## config.mk

```make
export PLATFORM = sky130hd
export DESIGN_NAME = apb_reg_bank_flat
export DESIGN_NICKNAME = d
export VERILOG_FILES = /design/src/rtl/apb_reg_bank_if.sv /design/src/rtl/apb_reg_bank.sv /design/src/flat_wrapper.sv
export SDC_FILE = /design/constraint.sdc
export NUM_CORES = 1
export LEC_CHECK = 0
export CORE_AREA = 2 2 184 186
export CTS_CLUSTER_DIAMETER = 60
export DETAILED_ROUTE_END_ITERATION = 8
export DIE_AREA = 0 0 186 188
export SLEW_MARGIN = 20
export SYNTH_ARGS = -nofsm -noshare
export SYNTH_HDL_FRONTEND = slang
export SYNTH_SLANG_ARGS = --single-unit
```

## constraint.sdc

```tcl
create_clock -name p_clk -period 5.3 [get_ports p_clk]
set_input_delay 0.795 -clock p_clk [delete_from_list [all_inputs] [get_ports p_clk]]
set_output_delay 0.795 -clock p_clk [all_outputs]
set_load 0.005 [all_outputs]
```

## src/rtl/apb_reg_bank_if.sv

```systemverilog
// APB3 bus bundle for apb_reg_bank.
//   master : drives p_sel, p_enable, p_write, p_addr, p_w_data, p_strb
//   slave  : drives p_ready, p_slv_err, p_r_data
interface apb_reg_bank_if #(
   parameter int ADDR_W = 3,
   parameter int DATA_W = 32
);
   logic                  p_sel;
   logic                  p_enable;
   logic                  p_write;
   logic [ADDR_W-1:0]     p_addr;
   logic [DATA_W-1:0]     p_w_data;
   logic [DATA_W/8-1:0]   p_strb;
   logic                  p_ready;
   logic                  p_slv_err;
   logic [DATA_W-1:0]     p_r_data;

   modport master (
      output p_sel, p_enable, p_write, p_addr, p_w_data, p_strb,
      input  p_ready, p_slv_err, p_r_data
   );

   modport slave (
      input  p_sel, p_enable, p_write, p_addr, p_w_data, p_strb,
      output p_ready, p_slv_err, p_r_data
   );
endinterface

```

## src/rtl/apb_reg_bank.sv

```systemverilog
// APB3 slave register bank with per-register access modes, byte strobes,
// programmable wait states and slave error on illegal access.
//   p_clk, p_reset : clock and synchronous active-high reset
//   apb            : APB3 slave port (apb_reg_bank_if.slave)
//   hw_status      : RO sources, slice i feeds register i
//   hw_ctrl        : RW/WO register contents, 0 for RO/FIXED slices
//   wr_pulse       : one-cycle pulse per register after a committed write

// One register slot. Mode is fixed at elaboration; only RW/WO slots own flops.
//   commit/wdata/strb : byte-lane write into storage
//   status            : hardware value returned by an RO slot
//   ctrl              : storage out (0 when the slot has no storage)
//   rd_val            : value a legal read returns
//   wr_ok/rd_ok       : which access directions are legal
module apb_reg_slot #(
   parameter int              DATA_W    = 32,
   parameter bit              IS_RO     = 1'b0,
   parameter bit              IS_WO     = 1'b0,
   parameter bit              IS_FIXED  = 1'b0,
   parameter logic [DATA_W-1:0] FIXED_VAL = '0
) (
   input  logic                clk,
   input  logic                rst,
   input  logic                commit,
   input  logic [DATA_W-1:0]   wdata,
   input  logic [DATA_W/8-1:0] strb,
   input  logic [DATA_W-1:0]   status,
   output logic [DATA_W-1:0]   ctrl,
   output logic [DATA_W-1:0]   rd_val,
   output logic                wr_ok,
   output logic                rd_ok
);
   localparam bit HAS_STORE = !IS_RO && !IS_FIXED;

   assign wr_ok = HAS_STORE;
   assign rd_ok = !IS_WO;

   generate
      if (HAS_STORE) begin : g_store
         logic [DATA_W-1:0] store_q;
         logic              unused_status;

         always_ff @(posedge clk) begin
            if (rst) begin
               store_q <= '0;
            end else if (commit) begin
               for (int b = 0; b < DATA_W/8; b++)
                  if (strb[b]) store_q[b*8 +: 8] <= wdata[b*8 +: 8];
            end
         end

         assign ctrl          = store_q;
         assign rd_val        = IS_WO ? '0 : store_q;
         assign unused_status = ^status;
      end else begin : g_const
         logic unused_wr;

         assign ctrl      = '0;
         assign rd_val    = IS_RO ? status : FIXED_VAL;
         assign unused_wr = ^{clk, rst, commit, wdata, strb};
      end
   endgenerate
endmodule

module apb_reg_bank #(
   parameter int                  DATA_W      = 32,
   parameter int                  NUM_REGS    = 6,
   parameter int                  ADDR_W      = 3,
   parameter int                  WAIT_STATES = 0,
   parameter logic [NUM_REGS-1:0] RO_MASK     = 6'b000001,
   parameter logic [NUM_REGS-1:0] WO_MASK     = 6'b000010,
   parameter logic [NUM_REGS-1:0] FIXED_MASK  = 6'b001000,
   parameter logic [DATA_W-1:0]   FIXED_VAL   = 32'hCAFE_F00D
) (
   input  logic                         p_clk,
   input  logic                         p_reset,
   apb_reg_bank_if.slave                apb,
   input  logic [NUM_REGS*DATA_W-1:0]   hw_status,
   output logic [NUM_REGS*DATA_W-1:0]   hw_ctrl,
   output logic [NUM_REGS-1:0]          wr_pulse
);
   localparam int STRB_W = DATA_W/8;

   typedef struct packed {
      logic              write;
      logic [ADDR_W-1:0] addr;
      logic [DATA_W-1:0] wdata;
      logic [STRB_W-1:0] strb;
   } req_t;

   typedef enum logic [1:0] {S_IDLE, S_WAIT, S_READY} state_t;

   state_t      state_q, state_d;
   logic [3:0]  wcnt_q, wcnt_d;
   req_t        req_q, req_d;
   req_t        live, src;
   logic        load;
   logic [DATA_W-1:0] rdata_q;
   logic        err_q;

   logic [NUM_REGS-1:0]             rd_hit, wr_hit, commit, wr_ok_vec, rd_ok_vec;
   logic [NUM_REGS-1:0][DATA_W-1:0] rd_vec, ctrl_vec;
   logic        commit_any;
   logic        hit, wr_ok_s, rd_ok_s, acc_err;
   logic [DATA_W-1:0] rd_mux, rd_next;

   assign live = '{write: apb.p_write, addr: apb.p_addr,
                   wdata: apb.p_w_data, strb: apb.p_strb};

   // In zero-wait mode READY is entered on the setup edge itself, so the read
   // decode must look at the live bus rather than the not-yet-captured request.
   assign src = (state_q == S_IDLE) ? live : req_q;

   assign commit_any = (state_q == S_READY) && apb.p_sel && apb.p_enable &&
                       req_q.write && !err_q;

   genvar i;
   generate
      for (i = 0; i < NUM_REGS; i++) begin : g_slot
         assign rd_hit[i] = (src.addr   == ADDR_W'(i));
         assign wr_hit[i] = (req_q.addr == ADDR_W'(i));
         assign commit[i] = commit_any && wr_hit[i];

         apb_reg_slot #(
            .DATA_W    (DATA_W),
            .IS_RO     (RO_MASK[i]),
            .IS_WO     (WO_MASK[i]),
            .IS_FIXED  (FIXED_MASK[i]),
            .FIXED_VAL (FIXED_VAL)
         ) u_slot (
            .clk    (p_clk),
            .rst    (p_reset),
            .commit (commit[i]),
            .wdata  (req_q.wdata),
            .strb   (req_q.strb),
            .status (hw_status[i*DATA_W +: DATA_W]),
            .ctrl   (ctrl_vec[i]),
            .rd_val (rd_vec[i]),
            .wr_ok  (wr_ok_vec[i]),
            .rd_ok  (rd_ok_vec[i])
         );

         assign hw_ctrl[i*DATA_W +: DATA_W] = ctrl_vec[i];
      end
   endgenerate

   // Response decode; no hit means the index is beyond the implemented range.
   always_comb begin
      rd_mux  = '0;
      hit     = 1'b0;
      wr_ok_s = 1'b0;
      rd_ok_s = 1'b0;
      for (int r = 0; r < NUM_REGS; r++) begin
         if (rd_hit[r]) begin
            rd_mux  = rd_mux | rd_vec[r];
            hit     = 1'b1;
            wr_ok_s = wr_ok_vec[r];
            rd_ok_s = rd_ok_vec[r];
         end
      end
      acc_err = !hit || (src.write ? !wr_ok_s : !rd_ok_s);
      rd_next = (acc_err || src.write) ? '0 : rd_mux;
   end

   always_comb begin
      state_d = state_q;
      wcnt_d  = wcnt_q;
      req_d   = req_q;
      load    = 1'b0;
      case (state_q)
         S_IDLE: begin
            if (apb.p_sel && !apb.p_enable) begin
               req_d = live;
               if (WAIT_STATES == 0) begin
                  state_d = S_READY;
                  load    = 1'b1;
               end else begin
                  state_d = S_WAIT;
                  wcnt_d  = 4'(WAIT_STATES);
               end
            end
         end
         S_WAIT: begin
            if (!apb.p_sel) begin
               state_d = S_IDLE;
            end else if (apb.p_enable) begin
               if (wcnt_q == 4'd1) begin
                  state_d = S_READY;
                  load    = 1'b1;
               end else begin
                  wcnt_d = wcnt_q - 4'd1;
               end
            end
         end
         S_READY: state_d = S_IDLE;
         default: state_d = S_IDLE;
      endcase
   end

   always_ff @(posedge p_clk) begin
      if (p_reset) begin
         state_q  <= S_IDLE;
         wcnt_q   <= '0;
         req_q    <= '0;
         rdata_q  <= '0;
         err_q    <= 1'b0;
         wr_pulse <= '0;
      end else begin
         state_q  <= state_d;
         wcnt_q   <= wcnt_d;
         req_q    <= req_d;
         wr_pulse <= commit;
         if (load) begin
            rdata_q <= rd_next;
            err_q   <= acc_err;
         end
      end
   end

   assign apb.p_ready   = (state_q == S_READY);
   assign apb.p_slv_err = apb.p_ready && err_q;
   assign apb.p_r_data  = apb.p_ready ? rdata_q : '0;
endmodule

```

## src/flat_wrapper.sv

```systemverilog
// flat-port wrapper written by rule: the top's interface ports become plain ports
module apb_reg_bank_flat 
#(
   parameter int                  DATA_W      = 32,
   parameter int                  NUM_REGS    = 6,
   parameter int                  ADDR_W      = 3,
   parameter int                  WAIT_STATES = 0,
   parameter logic [NUM_REGS-1:0] RO_MASK     = 6'b000001,
   parameter logic [NUM_REGS-1:0] WO_MASK     = 6'b000010,
   parameter logic [NUM_REGS-1:0] FIXED_MASK  = 6'b001000,
   parameter logic [DATA_W-1:0]   FIXED_VAL   = 32'hCAFE_F00D
)
  (p_clk, p_reset, hw_status, hw_ctrl, wr_pulse, apb_p_sel, apb_p_enable, apb_p_write, apb_p_addr, apb_p_w_data, apb_p_strb, apb_p_ready, apb_p_slv_err, apb_p_r_data);
  apb_reg_bank_if #(.ADDR_W(ADDR_W), .DATA_W(DATA_W)) apb_i ();
  input  logic p_clk;
  input  logic p_reset;
  input  logic [NUM_REGS*DATA_W-1:0] hw_status;
  output logic [NUM_REGS*DATA_W-1:0] hw_ctrl;
  output logic [NUM_REGS-1:0] wr_pulse;
  input wire logic [$bits(apb_i.p_sel)-1:0] apb_p_sel;
  input wire logic [$bits(apb_i.p_enable)-1:0] apb_p_enable;
  input wire logic [$bits(apb_i.p_write)-1:0] apb_p_write;
  input wire logic [$bits(apb_i.p_addr)-1:0] apb_p_addr;
  input wire logic [$bits(apb_i.p_w_data)-1:0] apb_p_w_data;
  input wire logic [$bits(apb_i.p_strb)-1:0] apb_p_strb;
  output wire logic [$bits(apb_i.p_ready)-1:0] apb_p_ready;
  output wire logic [$bits(apb_i.p_slv_err)-1:0] apb_p_slv_err;
  output wire logic [$bits(apb_i.p_r_data)-1:0] apb_p_r_data;
  assign apb_i.p_sel = apb_p_sel;
  assign apb_i.p_enable = apb_p_enable;
  assign apb_i.p_write = apb_p_write;
  assign apb_i.p_addr = apb_p_addr;
  assign apb_i.p_w_data = apb_p_w_data;
  assign apb_i.p_strb = apb_p_strb;
  assign apb_p_ready = apb_i.p_ready;
  assign apb_p_slv_err = apb_i.p_slv_err;
  assign apb_p_r_data = apb_i.p_r_data;
  apb_reg_bank #(.DATA_W(DATA_W), .NUM_REGS(NUM_REGS), .ADDR_W(ADDR_W), .WAIT_STATES(WAIT_STATES), .RO_MASK(RO_MASK), .WO_MASK(WO_MASK), .FIXED_MASK(FIXED_MASK), .FIXED_VAL(FIXED_VAL)) u_core (.p_clk(p_clk), .p_reset(p_reset), .apb(apb_i), .hw_status(hw_status), .hw_ctrl(hw_ctrl), .wr_pulse(wr_pulse));
endmodule
```

======== After elaboration in Yosys (flattened, before gate mapping) ========
Index checks and enable logic that the tools add are counted.
cells by class
  add/sub/neg operators ................... 1
  eq/ne operators ......................... 16
  mux-type cells .......................... 35
  reduce and logical (&&, ||, !) cells .... 41
  bitwise logic cells ..................... 4
operators with widths
  kind                   number
  $mux W32               7
  $or A32 B32 Y32        3
  $mux W40               1
  $reduce_and A2 Y1      17
  $mux W1                21
  $eq A3 B2 Y1 const B   4
  $eq A3 B3 Y1 const B   4
  $logic_and A1 B1 Y1    12
  $mux W2                4
  $eq A3 B1 Y1 const B   2
  $logic_not A3 Y1       2
  $logic_not A1 Y1       5
  $eq A4 B1 Y1 const B   1
  $pmux W2 S2            1
  $reduce_and A4 Y1      1
  $sub A4 B1 Y4 const B  1
  $ne A3 B2 Y1 const B   1
  $ne A3 B3 Y1 const B   1
  $reduce_and A3 Y1      1
  $eq A2 B1 Y1 const B   1
  $eq A2 B2 Y1 const B   1
  $logic_not A2 Y1       1
  $logic_or A1 B1 Y1     2
  $ne A2 B2 Y1 const B   1
  2 further kinds        2
storage, ports and cells
  input bits .............................. 236
  output and inout port bits .............. 232
  logic and storage cells ................. 122
  register bits ........................... 213

======== Logic depth before layout (Yosys ltp) ========
Gate-level depths: netlist of the first run.
  depth in word-level cells ............... 14
  mapped depth ............................ 7
  depth with buffers taken out ............ 4

======== Cells and area by module ========
A second synthesis of the first run with hierarchy kept.
second synthesis, totals
  cell total of the unflattened synthesis .. 1587
  area, all modules ....................... 12642.1 µm²
by module, submodules not included
  module                                      sequential area each (µm²)  area each (µm²)  instances  cells each
  apb_reg_slot (u_core.g_slot[2].u_slot ...)  640.6                       1722.9           3          181
  apb_reg_bank                                1601.5                      4740.8           1          726
  apb_reg_slot (u_core.g_slot[1].u_slot)      640.6                       1726.7           1          182
  apb_reg_slot (u_core.g_slot[0].u_slot ...)  0.0                         503.0            2          68

======== Least setup slack after synthesis of the first run ========
No wires, ideal clock.
  kind .................................... input port to flip-flop
  start point ............................. input port apb_p_addr[1]
  end point ............................... register u_core.rdata_q[23]
  setup slack ............................. 3.075 ns
  arrival time ............................ 2.166 ns
  path buffers ............................ 2
  library setup time ...................... 0.059 ns
  stages on the path ...................... 6
  required time ........................... 5.241 ns
  cells stage by stage .................... clkbuf_1 mux2i_1 nand2_1 a21oi_2 buf_4 a22o_1
between the ends
  word-level cells in the longest chain between the ends .. 13
  elaborated cells between the ends (all ways) .. 38
  those cells by class .................... eq/ne (5); mux (24); bitwise (3); reduce/logical (6)
ends and longest elaborated chain
  what                  line                 text
  from (decl)           flat_wrapper.sv:23   input wire logic [$bits(apb_i.p_addr)-1:0] apb_p_addr;
  $mux W40 (*)          apb_reg_bank.sv:112  assign src = (state_q == S_IDLE) ? live : req_q;
  $logic_not A3 Y1      apb_reg_bank.sv:120  assign rd_hit[i] = (src.addr == ADDR_W'(i));
  $mux W1 (6 in a row)  apb_reg_bank.sv:154  if (rd_hit[r]) begin
  $logic_not A1 Y1      apb_reg_bank.sv:161  acc_err = !hit || (src.write ? !wr_ok_s : !rd_ok_s);
  $mux W1               apb_reg_bank.sv:161
  $logic_or A1 B1 Y1    apb_reg_bank.sv:161
  $logic_or A1 B1 Y1    apb_reg_bank.sv:162  rd_next = (acc_err || src.write) ? '0 : rd_mux;
  $mux W32 (*)          apb_reg_bank.sv:162
  to (signal assigned)  apb_reg_bank.sv:214  rdata_q <= rd_next;
  to (decl)             apb_reg_bank.sv:98   logic [DATA_W-1:0] rdata_q;
Mark *: on every way between the ends. The rest lies on a longest branch, timed or not.
A chain may end at the register's enable or synchronous reset.

======== Worst setup path in the final report of the first run ========
  start point ............................. register u_core.state_q[1]
  end point ............................... output port apb_p_r_data[12]
between the ends
  word-level cells in the longest chain between the ends .. 2
ends and longest elaborated chain
  what                    line                 text
  from (decl)             apb_reg_bank.sv:93   state_t state_q, state_d;
  from (signal assigned)  apb_reg_bank.sv:209  state_q <= state_d;
  $eq A2 B2 Y1            apb_reg_bank.sv:220  assign apb.p_ready = (state_q == S_READY);
  $mux W32                apb_reg_bank.sv:222  assign apb.p_r_data = apb.p_ready ? rdata_q : '0;
  to (decl)               flat_wrapper.sv:28   output wire logic [$bits(apb_i.p_r_data)-1:0] apb_p_r_data;
No other way between the ends.

==> results.yml, run 1 <==
logic_synthesis:
  synth_cells: 1024
  synth.distinct_cells: 39
  ys_ff_latch: 208
  ys.flop_type: "dfxtp_1"
  synth_edf_count: 0
  ys_async_sr_fraction_pct: 0
  synth_area_sq_um: 9500
  synth_seq_area_share_pct: 43.8
  syn_avg_cell_area_sq_um: 9.28
  yosys_warnings: 0
timing:
  fin_crit_sh_pct: 63.2
  drv_slew: 0
  tightest_slew_ps: 1050
  hold_violations: 0
  fmax_mhz: 298
  slew_headroom_pct: 29.4
  fin_crit_ps: 3350
  fin_worst_skew_ps: 10.6
  setup_viol: 0
  fin_tns_setup_ps: 0
  rsz0062_at_grt: "no"
worst_setup_path:
  crit_path_cell_trace: "buf_4 -> and2_1 -> clkdlybuf4s50_1"
  cp_num_buf_inv: 2
  path_class: "reg2out"
  endpoint_kind: "output pin"
  critPathTopFamily: "buffers and inverters"
  worst_ep_required_time_ps: 4510
  arrival_ps: 2560
  crit_slowest_cell: "dfxtp_2"
  worstPathMaxFanout: 46
  cp-start-kind: "register"
  cpPeakStageDelay_ps: 900
floorplanning:
  die_h_um: 188
  dieArea_sq_um: 35000
  ios: 468
  die_x_um: 186
  fp.coreArea_sq_um: 33100
  num_rows: 67
  start_util_pct: 28.7
clocking:
  clock-sinks: 208
  postCtsSetupRepairBufs: 0
  htreeDepth: 1
  clk_latency_ps: 530
  clk_path_buf_depth: 3
  holdBufCountCts: 0
  cts_made_buffers: 28
  cts_tree: "yes"
  ctsResizeCount: 0
  clk_pin_slew_ps: 60
  cts_root_buf: "clkbuf_16"
placement:
  routabilityCongestion: 0.769
  portBuffers: 243
  placed_area_sq_um: 12000
  dpl.hpwl_um: 22900
finish:
  layout-drive-gt1-share_pct: 7.51
  final_util_pct: 39.2
  final_area_sq_um: 13000
  nets: 1466
  area_growth_pct: 36.7
route:
  first_pass_iters: 5
  vias: 7883
  drt_iter0_drc: 427
  viasPerCell: 4.63
  final_antenna_net_count: 0
  wirelength_um: 33100
  drcViolationCount: 0
  wl_per_cell_um: 19.4
grt:
  track_usage_pct: 18.5
  grt_pass1_vias: 7583
  globalRouteOverflowTotal: 0
  grt_pass1_wl_um: 48500
  antenna_found_initial: 2
  grt_max_degree: 108
power_and_ir_drop:
  powerDensity_nw_per_um2: 289
  leakagePower_nw: 5.21
  peakVddDrop_uv: 219
outcome:
  status: "complete, no violations"
worst_hold_path:
  min_path_type: "reg2reg"
run:
  maxCapViolCount: 0
sequential cells by signal, summed over array words and instances (netlist names):
name	flops
u_core.rdata_q	32
u_core.req_q	40
u_core.g_slot.u_slot.ctrl	128
u_core.wr_pulse	6
u_core.err_q	1
u_core.state_q	1
worst reg2reg max path: cells and delay by family, from the launching register on:
kind	cells	cell delay (ps)
multiplexers	1	270
flip-flops	1	900
AND/OR/NAND/NOR	3	1750
cell type report:
type                            instances  area [sq um]
Antenna cell                            1          2.50
Tap cell                              448           561
Multi-Input combinational cell        740          4820
Clock inverter                         14           131
Clock buffer                           38           810
Sequential cell                       208          4170
Timing Repair Buffer                  252          2500
Fill cell                            3306         20100
logic make-up after synthesis:
group,after synthesis,synth area share [%]
compound gates,133,9.11
buf+inv,139,8.44
flops,208,43.8
mux,167,17.8
other cells,1,0.0395
simple gates,376,20.8
where the power goes:
part / internal [W] / switching (W) / total (W)
logic: 0.000108 / 0.000150 / 0.000258
clock network: 0.00113 / 0.000757 / 0.00189
registers: 0.00158 / 0.0000278 / 0.00161
total: 0.00282 / 0.000935 / 0.00376
cell usage in the layout, fill, tap and decap left out, types with 28 or more instances in the layout:
cell	synthesis	final
o21ai_0	28	28
nand2b_1	85	85
dfxtp_1	208	207
clkdlybuf4s50_1	0	242
and2_1	36	36
clkbuf_16	0	29
conb_1	1	64
mux2i_1	153	150
nor2_1	86	85
a21oi_1	44	44
nand2_1	109	109
synthesized netlist by cell type (2+ instances only):
cell type    n  share of area, %
mux2i_1    153                16
and3b_1      2              0.18
nor4_1       2              0.13
o211ai_1    24               1.9
nand2b_1    85               5.6
and2_1      36               2.4
a222oi_1    11               1.2
o21ai_0     28               1.5
nor2_1      86               3.4
dfxtp_1    208                44
nand2_1    109               4.3
and3_1       3              0.20
clkbuf_1    52               2.1
o221ai_1     5              0.46
a22o_1      15               1.4
a21oi_1     44               2.3
buf_2       16              0.84
o21ai_1      2              0.11
nor3b_1      2              0.16
nand4_1     27               1.8
nor4_4       2              0.45
nand4_2      8               1.1
mux2_2      14               1.7
nor2b_1      4              0.26
buf_4       69               5.5
nand3b_1     4              0.32
path summary, 6_finish.rpt:
| check | to | cells after the start | slack (ps) | from |
|---|---|---|---|---|
| max | apb_p_r_data[12] | 3 | 1950 | u_core.state_q[1] |
| min | u_core.rdata_q[12] | 2 | 440 | u_core.rdata_q[12] |
| max reg2reg | u_core.g_slot[5].u_slot.ctrl[2] | 4 | 2300 | u_core.state_q[1] |
| min reg2reg | u_core.rdata_q[12] | 2 | 440 | u_core.rdata_q[12] |
stage by stage:
stage                     setup WS (ps)  instances  hold slack, ps  power (W)
final                              1950       1701             445    0.00376
after global routing               1790       1701             465    0.00391
after CTS                          1860       1700             448    0.00381
after detailed placement           1870       1648             434    0.00190
after global placement             1850       1648             426    0.00190
after floorplan                    3080       1087             417    0.00182
layer usage:
| metal | wire length [um] | GRT usage, % |
|---|---|---|
| met5 | 9 | 0 |
| met4 | 726 | 4.78 |
| met1 | 14900 | 24.9 |
| met2 | 14800 | 29.0 |
| met3 | 2590 | 5.32 |
No activity file was read; power rests on OpenSTA's default activity.
==> run 2, diff against run 1 <==
--- a/config.mk
+++ b/config.mk
@@ -5,10 +5,10 @@
 export SDC_FILE = /design/constraint.sdc
 export NUM_CORES = 1
 export LEC_CHECK = 0
-export CORE_AREA = 2 2 184 186
+export CORE_AREA = 2 2 180 182
 export CTS_CLUSTER_DIAMETER = 60
 export DETAILED_ROUTE_END_ITERATION = 8
-export DIE_AREA = 0 0 186 188
+export DIE_AREA = 0 0 182 184
 export SLEW_MARGIN = 20
 export SYNTH_ARGS = -nofsm -noshare
 export SYNTH_HDL_FRONTEND = slang
==> constraint.sdc (replaced) <==
create_clock -name p_clk -period 3.25 [get_ports p_clk]
set_input_delay 0.4875 -clock p_clk [delete_from_list [all_inputs] [get_ports p_clk]]
set_output_delay 0.4875 -clock p_clk [all_outputs]
set_load 0.005 [all_outputs]
==> results.yml, run 2 (synthesis gave the netlist of run 1 again) <==
floorplanning:
  start_util_pct: 30.3
  die_h_um: 184
  dieArea_sq_um: 33500
  fp.coreArea_sq_um: 31400
  die_x_um: 182
  num_rows: 65
  ios: 468
timing:
  layout_setup_ws_ps: 444
  tightest_slew_ps: 863
  setup_viol: 0
  hold_violations: 0
  drv_slew: 0
  fin_tns_setup_ps: 0
  slew_headroom_pct: 42.4
  fin_crit_sh_pct: 86.3
  rsz0062_at_grt: "no"
  fin_worst_skew_ps: 20.1
  fmax_mhz: 356
  fin_crit_ps: 2810
clocking:
  holdBufCountCts: 0
  clk_pin_slew_ps: 60
  ctsResizeCount: 0
  cts_made_buffers: 26
  clock-sinks: 208
  htreeDepth: 1
  clk_path_buf_depth: 3
  clk_latency_ps: 540
  cts_tree: "yes"
  postCtsSetupRepairBufs: 0
  cts_root_buf: "clkbuf_16"
route:
  first_pass_iters: 5
  final_antenna_net_count: 0
  viasPerCell: 4.80
  wirelength_um: 32700
  wl_per_cell_um: 19.6
  drcViolationCount: 0
  drt_iter0_drc: 528
  vias: 8016
finish:
  largest_reg_flops: 128
  mostFrequentLayoutCell: "clkdlybuf4s50_1"
  layout_common_cells: "242 x clkdlybuf4s50_1, 207 x dfxtp_1, 150 x mux2i_1"
  nets: 1484
  fillerInstances: 3097
  area_growth_pct: 37.3
  layout-drive-gt1-share_pct: 8.68
  final_area_sq_um: 13000
grt:
  globalRouteOverflowTotal: 0
  grt_max_degree: 85
  antenna_found_initial: 1
  track_usage_pct: 18.9
  grt_pass1_vias: 7639
  grt_pass1_wl_um: 47900
run:
  maxCapViolCount: 0
power_and_ir_drop:
  peakVddDrop_uv: 344
  powerDensity_nw_per_um2: 463
  leakagePower_nw: 5.29
worst_setup_path:
  endpoint_kind: "output pin"
  cpPeakStageDelay_ps: 670
  arrival_ps: 2320
  crit_path_cell_trace: "buf_4 -> and2_1 -> clkdlybuf4s50_1"
  crit_slowest_cell: "dfxtp_2"
  worstPathMaxFanout: 25
  worst_ep_required_time_ps: 2760
  path_class: "reg2out"
  cp-start-kind: "register"
placement:
  placed_area_sq_um: 12100
  dpl.hpwl_um: 23500
  routabilityCongestion: 0.828
  dpl_worst_slack_ps: 568
  portBuffers: 243
outcome:
  status: "complete, no violations"
worst_hold_path:
  min_path_type: "in2reg"
[run 2: changes by cell type in the layout (fill, tap and decap cells not counted), sizes merged]
cell,previous run,this run
clkinv,5,7
clkbuf,38,34
bufinv,1,3
inv,5,2
buf,10,30
clkinvlp,3,2
[run 2: final cells by class]
type	count	area, sq um	share of cell area [%]
Multi-Input combinational cell	740	4820	36.9
Sequential cell	208	4170	31.9
Timing Repair Buffer	272	2660	20.4
Clock buffer	34	721	5.52
Tap cell	402	503	3.86
Clock inverter	14	173	1.32
Antenna cell	1	2.50	0.0192
[run 2: final timing paths]
kind,startpoint,cells past startpoint,slack [ps],end
worst max-delay path,u_core.state_q[1],3,440,apb_p_r_data[0]
worst min-delay path,p_reset,2,300,u_core.g_slot[1].u_slot.ctrl[14]
worst max register to register,u_core.req_q[36],5,760,u_core.rdata_q[26]
worst min register to register,u_core.rdata_q[13],2,450,u_core.rdata_q[13]
[run 2: worst max-delay path: cells and delay by family, from the launching register on]
family	cells	cell delay [ps]
DFF	1	670
buffers and inverters	2	910
and+or+nand+nor	1	220
[run 2: per-layer routing]
layer	GRT usage [%]	wire length, um	vias up
li1	-	-	3867
met1	25.9	15100	3823
met2	29.3	14300	282
met3	4.87	2440	44
met4	5.16	867	0
met5	0	0	-
[run 2: where the power goes]
group / switching (W) / internal (W) / leakage (nW)
combinational: 0.000250 / 0.000187 / 3.18
sequential: 0.0000434 / 0.00258 / 1.68
clock: 0.00117 / 0.00181 / 0.436
[run 2: metrics by stage]
| stage | power (W) | instances | hold slack [ps] | utilization, % |
|---|---|---|---|---|
| final | 0.00604 | 1671 | 304 | 41.6 |
| after floorplan | 0.00296 | 1087 | 417 | - |
| after CTS | 0.00610 | 1670 | 290 | 41.5 |
| after global routing | 0.00626 | 1670 | 317 | 41.5 |
| after global placement | 0.00311 | 1622 | 428 | 38.7 |
| after detailed placement | 0.00312 | 1622 | 439 | 38.7 |
